**config.mk**
```make
export PLATFORM = sky130hd
export DESIGN_NAME = sakebi_axis_tx_arb
export DESIGN_NICKNAME = d
export VERILOG_FILES = /design/src/rtl/sakebi_pkg.sv /design/src/rtl/sakebi_rr_pick.sv /design/src/rtl/sakebi_axis_tx_arb.sv
export SDC_FILE = /design/constraint.sdc
export NUM_CORES = 1
export LEC_CHECK = 0
export CAP_MARGIN = 20
export CORE_MARGIN = 2
export CORE_UTILIZATION = 47
export CTS_CLUSTER_DIAMETER = 50
export CTS_CLUSTER_SIZE = 10
export DETAILED_ROUTE_END_ITERATION = 12
export GPL_TIMING_DRIVEN = 0
export PLACE_DENSITY = 0.8
export SLEW_MARGIN = 20
export SYNTH_ARGS = -nofsm -noshare
export SYNTH_HDL_FRONTEND = slang
export SYNTH_HIERARCHICAL = 1
export SYNTH_SLANG_ARGS = --single-unit
```
**constraint.sdc**
```tcl
create_clock -name i_axis_ACLK -period 2.4 [get_ports i_axis_ACLK]
set_input_delay 0.72 -clock i_axis_ACLK [delete_from_list [all_inputs] [get_ports i_axis_ACLK]]
set_output_delay 0.72 -clock i_axis_ACLK [all_outputs]
set_load 0.01 [all_outputs]
```
**src/rtl/sakebi_pkg.sv**
```systemverilog
// Shared types and constants for the sakebi stream arbiters.
package sakebi_pkg;

  typedef enum logic [1:0] {
    ST_IDLE  = 2'd0,
    ST_XFER  = 2'd1,
    ST_ABORT = 2'd2,
    ST_GAP   = 2'd3
  } state_t;

  localparam int ETH_IFG_BYTES = 12;

  // Counter/index width that stays >= 1 bit for degenerate sizes.
  function automatic int cw(input int n);
    return (n < 2) ? 1 : $clog2(n);
  endfunction

endpackage

```
**src/rtl/sakebi_rr_pick.sv**
```systemverilog
// Round-robin pick: first set request scanning ptr, ptr+1, ... mod N.
module sakebi_rr_pick
  import sakebi_pkg::*;
#(
  parameter  int N  = 2,
  localparam int PW = cw(N)
) (
  input  logic [N-1:0]  req,
  input  logic [PW-1:0] ptr,
  output logic [N-1:0]  pick,
  output logic [PW-1:0] idx,
  output logic          any
);

  logic [PW-1:0] k;

  always_comb begin
    pick = '0;
    idx  = '0;
    any  = 1'b0;
    k    = '0;
    for (int i = 0; i < N; i++) begin
      k = PW'((int'(ptr) + i) % N);
      if (!any && req[k]) begin
        any     = 1'b1;
        pick[k] = 1'b1;
        idx     = k;
      end
    end
  end

endmodule

```
**src/rtl/sakebi_axis_tx_arb.sv**
```systemverilog
// Frame-atomic round-robin AXI-Stream arbiter with inter-frame gap and
// mid-frame stall watchdog that closes a stalled frame with a TUSER-marked beat.
module sakebi_axis_tx_arb
  import sakebi_pkg::*;
#(
  parameter int DATA_WIDTH = 8,
  parameter int N_REQ      = 2,
  parameter int IFG_CYCLES = ETH_IFG_BYTES,
  parameter int STALL_MAX  = 255
) (
  input  logic                        i_axis_ACLK,
  input  logic                        i_axis_ARESETn,
  input  logic [N_REQ-1:0]            i_s_axis_TVALID,
  output logic [N_REQ-1:0]            o_s_axis_TREADY,
  input  logic [N_REQ*DATA_WIDTH-1:0] i_s_axis_TDATA,
  input  logic [N_REQ-1:0]            i_s_axis_TLAST,
  output logic                        o_m_axis_TVALID,
  input  logic                        i_m_axis_TREADY,
  output logic [DATA_WIDTH-1:0]       o_m_axis_TDATA,
  output logic                        o_m_axis_TLAST,
  output logic                        o_m_axis_TUSER,
  output logic [N_REQ-1:0]            o_grant,
  output logic                        o_err_stall
);

  localparam int PW = cw(N_REQ);
  localparam int GW = cw(IFG_CYCLES + 1);
  localparam int SW = cw(STALL_MAX + 1);
  localparam state_t ST_DONE = (IFG_CYCLES > 0) ? ST_GAP : ST_IDLE;

  state_t              state, state_nxt;
  logic [PW-1:0]       ptr, gidx, ptr_nxt, pick_idx;
  logic [N_REQ-1:0]    grant, pick;
  logic                pick_any;
  logic [GW-1:0]       gap_cnt;
  logic [SW-1:0]       stall_cnt;
  logic                err_stall;
  logic [DATA_WIDTH-1:0] s_data [N_REQ];
  logic                g_valid, g_last, beat_end, stall_hit, gap_done;

  for (genvar k = 0; k < N_REQ; k++) begin : g_unpack
    assign s_data[k] = i_s_axis_TDATA[k*DATA_WIDTH +: DATA_WIDTH];
  end

  sakebi_rr_pick #(.N(N_REQ)) u_pick (
    .req  (i_s_axis_TVALID),
    .ptr  (ptr),
    .pick (pick),
    .idx  (pick_idx),
    .any  (pick_any)
  );

  assign g_valid   = i_s_axis_TVALID[gidx];
  assign g_last    = i_s_axis_TLAST[gidx];
  assign beat_end  = g_valid && i_m_axis_TREADY && g_last;
  // Only source silence counts toward the watchdog; downstream backpressure does not.
  assign stall_hit = (STALL_MAX != 0) && !g_valid && (stall_cnt == SW'(STALL_MAX - 1));
  assign gap_done  = (gap_cnt == GW'(IFG_CYCLES - 1));
  assign ptr_nxt   = (gidx == PW'(N_REQ - 1)) ? '0 : gidx + 1'b1;

  always_comb begin
    state_nxt       = state;
    o_m_axis_TVALID = 1'b0;
    o_m_axis_TDATA  = '0;
    o_m_axis_TLAST  = 1'b0;
    o_m_axis_TUSER  = 1'b0;
    o_s_axis_TREADY = '0;
    case (state)
      ST_IDLE: if (pick_any) state_nxt = ST_XFER;
      ST_XFER: begin
        o_m_axis_TVALID = g_valid;
        o_m_axis_TDATA  = s_data[gidx];
        o_m_axis_TLAST  = g_last;
        o_s_axis_TREADY = grant & {N_REQ{i_m_axis_TREADY}};
        if (beat_end)       state_nxt = ST_DONE;
        else if (stall_hit) state_nxt = ST_ABORT;
      end
      ST_ABORT: begin
        o_m_axis_TVALID = 1'b1;
        o_m_axis_TLAST  = 1'b1;
        o_m_axis_TUSER  = 1'b1;
        if (i_m_axis_TREADY) state_nxt = ST_DONE;
      end
      ST_GAP:  if (gap_done) state_nxt = ST_IDLE;
      default: state_nxt = ST_IDLE;
    endcase
  end

  always_ff @(posedge i_axis_ACLK or negedge i_axis_ARESETn) begin
    if (!i_axis_ARESETn) begin
      state     <= ST_IDLE;
      ptr       <= '0;
      gidx      <= '0;
      grant     <= '0;
      gap_cnt   <= '0;
      stall_cnt <= '0;
      err_stall <= 1'b0;
    end else begin
      state     <= state_nxt;
      err_stall <= 1'b0;
      case (state)
        ST_IDLE: if (pick_any) begin
          grant <= pick;
          gidx  <= pick_idx;
        end
        ST_XFER: begin
          err_stall <= stall_hit;
          if (beat_end) begin
            ptr       <= ptr_nxt;
            grant     <= '0;
            stall_cnt <= '0;
          end else if (g_valid) begin
            stall_cnt <= '0;
          end else if (STALL_MAX != 0 && stall_cnt != SW'(STALL_MAX)) begin
            stall_cnt <= stall_cnt + 1'b1;
          end
        end
        ST_ABORT: begin
          stall_cnt <= '0;
          if (i_m_axis_TREADY) begin
            ptr   <= ptr_nxt;
            grant <= '0;
          end
        end
        ST_GAP:  gap_cnt <= gap_done ? '0 : gap_cnt + 1'b1;
        default: ;
      endcase
    end
  end

  assign o_grant     = grant;
  assign o_err_stall = err_stall;

endmodule

```
==> metrics.yaml <==
wl_mm: 3.47
crit_arrival_ps: 1620
crit_buf_inv: 2
grt_pass1_wl_mm: 5.75
cts_root_buf: "clkbuf_4"
port-buffer-count: 38
netlist.top_cell.by_area: "dfrtp_1"
final-seq-area_um2: 477
max_stage_delay_ps: 560
ys_seq_area_frac: 0.359
layout.cells.non_filler: 219
synthDistinctLibCells: 42
yosys.area.top_type_share: 0.359
wl_met2_mm: 1.79
yosysMostFrequentCell: "dfrtp_1"
cap_violations: 0
h-tree-depth: 1
multi_input_area_um2: 835
synthFlopType: "dfrtp_1"
cp-end-kind: "output pin"
critPathTopFamily: "buffers and inverters"
nets: 220
final_max_slew_viol_count: 0
cp-start-kind: "register"
synth-seq-cells: 19
power_leakage_uw: 0.000841
crit_required_ps: 1680
start_util: 0.489
hold_viol: 0
power_frac_comb: 0.665
internal_power_uw: 1200
fin_skew_ps: 14.2
grt_pass1_vias: 1228
clock_path_buffers: 2
routedWlPerCell_um: 15.8
antenna_found_initial: 0
run_status: "completed"
ys_warn_count: 6
die_w_um: 57.1
hold_class: "reg2reg"
fmax_ghz: 0.428
synth_edf_count: 0
antennaDiodeCount: 0
cts_tree: "built"
syn2layout_area_growth_pct: 38.1
drive_gt1_frac: 0.207
yosys-top-cells-area: "dfrtp_1 36%, mux2i_1 8.3%, ha_1 7.6%"
cts.sinks: 19
p_sw_frac: 0.432
firstDrtPassIters: 5
p_clk_frac: 0.082
drc: 0
fin_hold_ws_ps: 498
numCtsBuffers: 3
setup-violations-final: 0
vdd.ir_drop.worst_mv: 0.880
rows: 19
highest_layer: "met3"
vias_per_cell: 5.65
vias: 1238
async_flop_share: 1.00
grt_overflow: 0
synth_area_um2: 1330
fin_crit_sh: 0.973
p_sw_uw: 912
dieArea_um2: 3260
grt_max_degree: 20
setup.worst_path.class: "reg2out"
relSlewSlack: 0.394
syn_inst: 141
path_max_fanout: 7
period_minus_slack_ps: 2340
drt_iter0_markers: 41
path_cells: "inv_4 -> ha_4 -> clkdlybuf4s50_1"
gp_congestion: 0.784
place_inst: 210
powerDensity_nw_per_um2: 1150
synth_nets: 172
clk_latency_ps: 310
cp_slowest_cell: "clkdlybuf4s50_1"
hpwl_mm: 2.52
rsz0062_at_grt: "yes"
wl_met1_mm: 1.54
avgSynthCellArea_um2: 9.40
grtUsageTotal: 0.224
drtAntennaViolNets: 0
fp.dieH_um: 57.1
synth_commonest_cells: "19 x dfrtp_1, 12 x nand2_1, 12 x nor2_1"
seqPwrFrac: 0.253
nFillCells: 210
tightest_slew_ps: 906
io_pins: 39
fp.coreArea_um2: 2710
dr_wl_met3_um: 140
clk_pin_slew_ps: 100
-- layout by cell type (no fill, tap or decap), types with 2 or more instances in the layout --
master / n
nand2_1: 12
clkdlybuf4s15_1: 2
and3_1: 4
buf_2: 2
buf_6: 2
clkbuf_2: 7
clkbuf_4: 4
nand2b_1: 2
buf_4: 6
mux2_2: 5
a21boi_0: 3
nand4_1: 2
inv_1: 5
nor2b_1: 3
ha_1: 5
o21a_1: 2
inv_2: 2
dlygate4sd2_1: 5
dfrtp_1: 18
mux2i_1: 11
nor2_1: 12
o31ai_1: 5
nor3_1: 5
o21ai_1: 2
o21ai_0: 7
ha_4: 3
nand3_1: 4
clkdlybuf4s50_1: 21
-- final cells by class --
class | instances | share of cell area
multi-input cells | 109 | 0.456
flip-flops and latches | 19 | 0.261
repair buffers | 44 | 0.205
plain buffers | 4 | 0.0246
well taps | 31 | 0.0212
inverters | 8 | 0.0178
clock buffers | 4 | 0.0144
-- metrics by stage --
stage,setup TNS (ps),area [µm²],utilization,setup WS (ps),power (µW)
after floorplan,0,1330,-,228,1360
after global placement,-4660,1740,0.644,-942,1720
after detailed placement,-5360,1740,0.644,-964,1790
after CTS,0,1840,0.678,1.66,2070
after global routing,-1.35,1830,0.675,-1.35,2280
final,0,1830,0.675,64.0,2110
-- power by group through the flow --
stage / registers (µW) / logic [µW] / clock network (µW)
global placement: 526 / 1200 / 0
detailed placement: 538 / 1250 / 0
global route: 551 / 1530 / 191
finish: 535 / 1400 / 172
CTS: 529 / 1360 / 182
floorplan: 520 / 841 / 0
-- final timing paths --
check / startpoint / end / slack, ps / cells past startpoint
max reg2reg: gidx / stall_cnt[7] / 280 / 6
min: stall_cnt[7] / stall_cnt[7] / 500 / 1
min reg2reg: stall_cnt[7] / stall_cnt[7] / 500 / 1
max in group asynchronous: i_axis_ARESETn / state[0] / 870 / 1
max: state[0] / o_m_axis_TUSER / 60 / 3
min in group asynchronous: i_axis_ARESETn / gidx / 900 / 1
-- sequential cells by signal (all words and copies together), names as in the netlist --
name / flops
o_grant: 2
stall_cnt: 8
o_err_stall: 1
ptr: 1
gap_cnt: 4
gidx: 1
state: 2
-- cell families after synthesis --
kind of cell | after synthesis | share of synthesized area
buffers and inverters | 13 | 0.0425
multiplexers | 17 | 0.137
AND/OR/NAND/NOR | 51 | 0.198
adder cells (fa/ha/maj) | 8 | 0.0755
flip-flops | 19 | 0.359
AO/OA/AOI/OAI | 33 | 0.188
-- per-layer routing --
metal / vias to the layer above / global-route usage
met3: 0 / 0.0454
met5: - / 0
met2: 26 / 0.415
met4: 0 / 0.0299
met1: 593 / 0.275
li1: 619 / -
-- timing repair --
item	4_1_cts	5_1_grt
endpoints found under the setup margin	13	11
gates resized for setup	43	19
pin swaps	0	1
hold buffers	0	0
buffers inserted	4	2
Power figures use the tool's default switching activity.
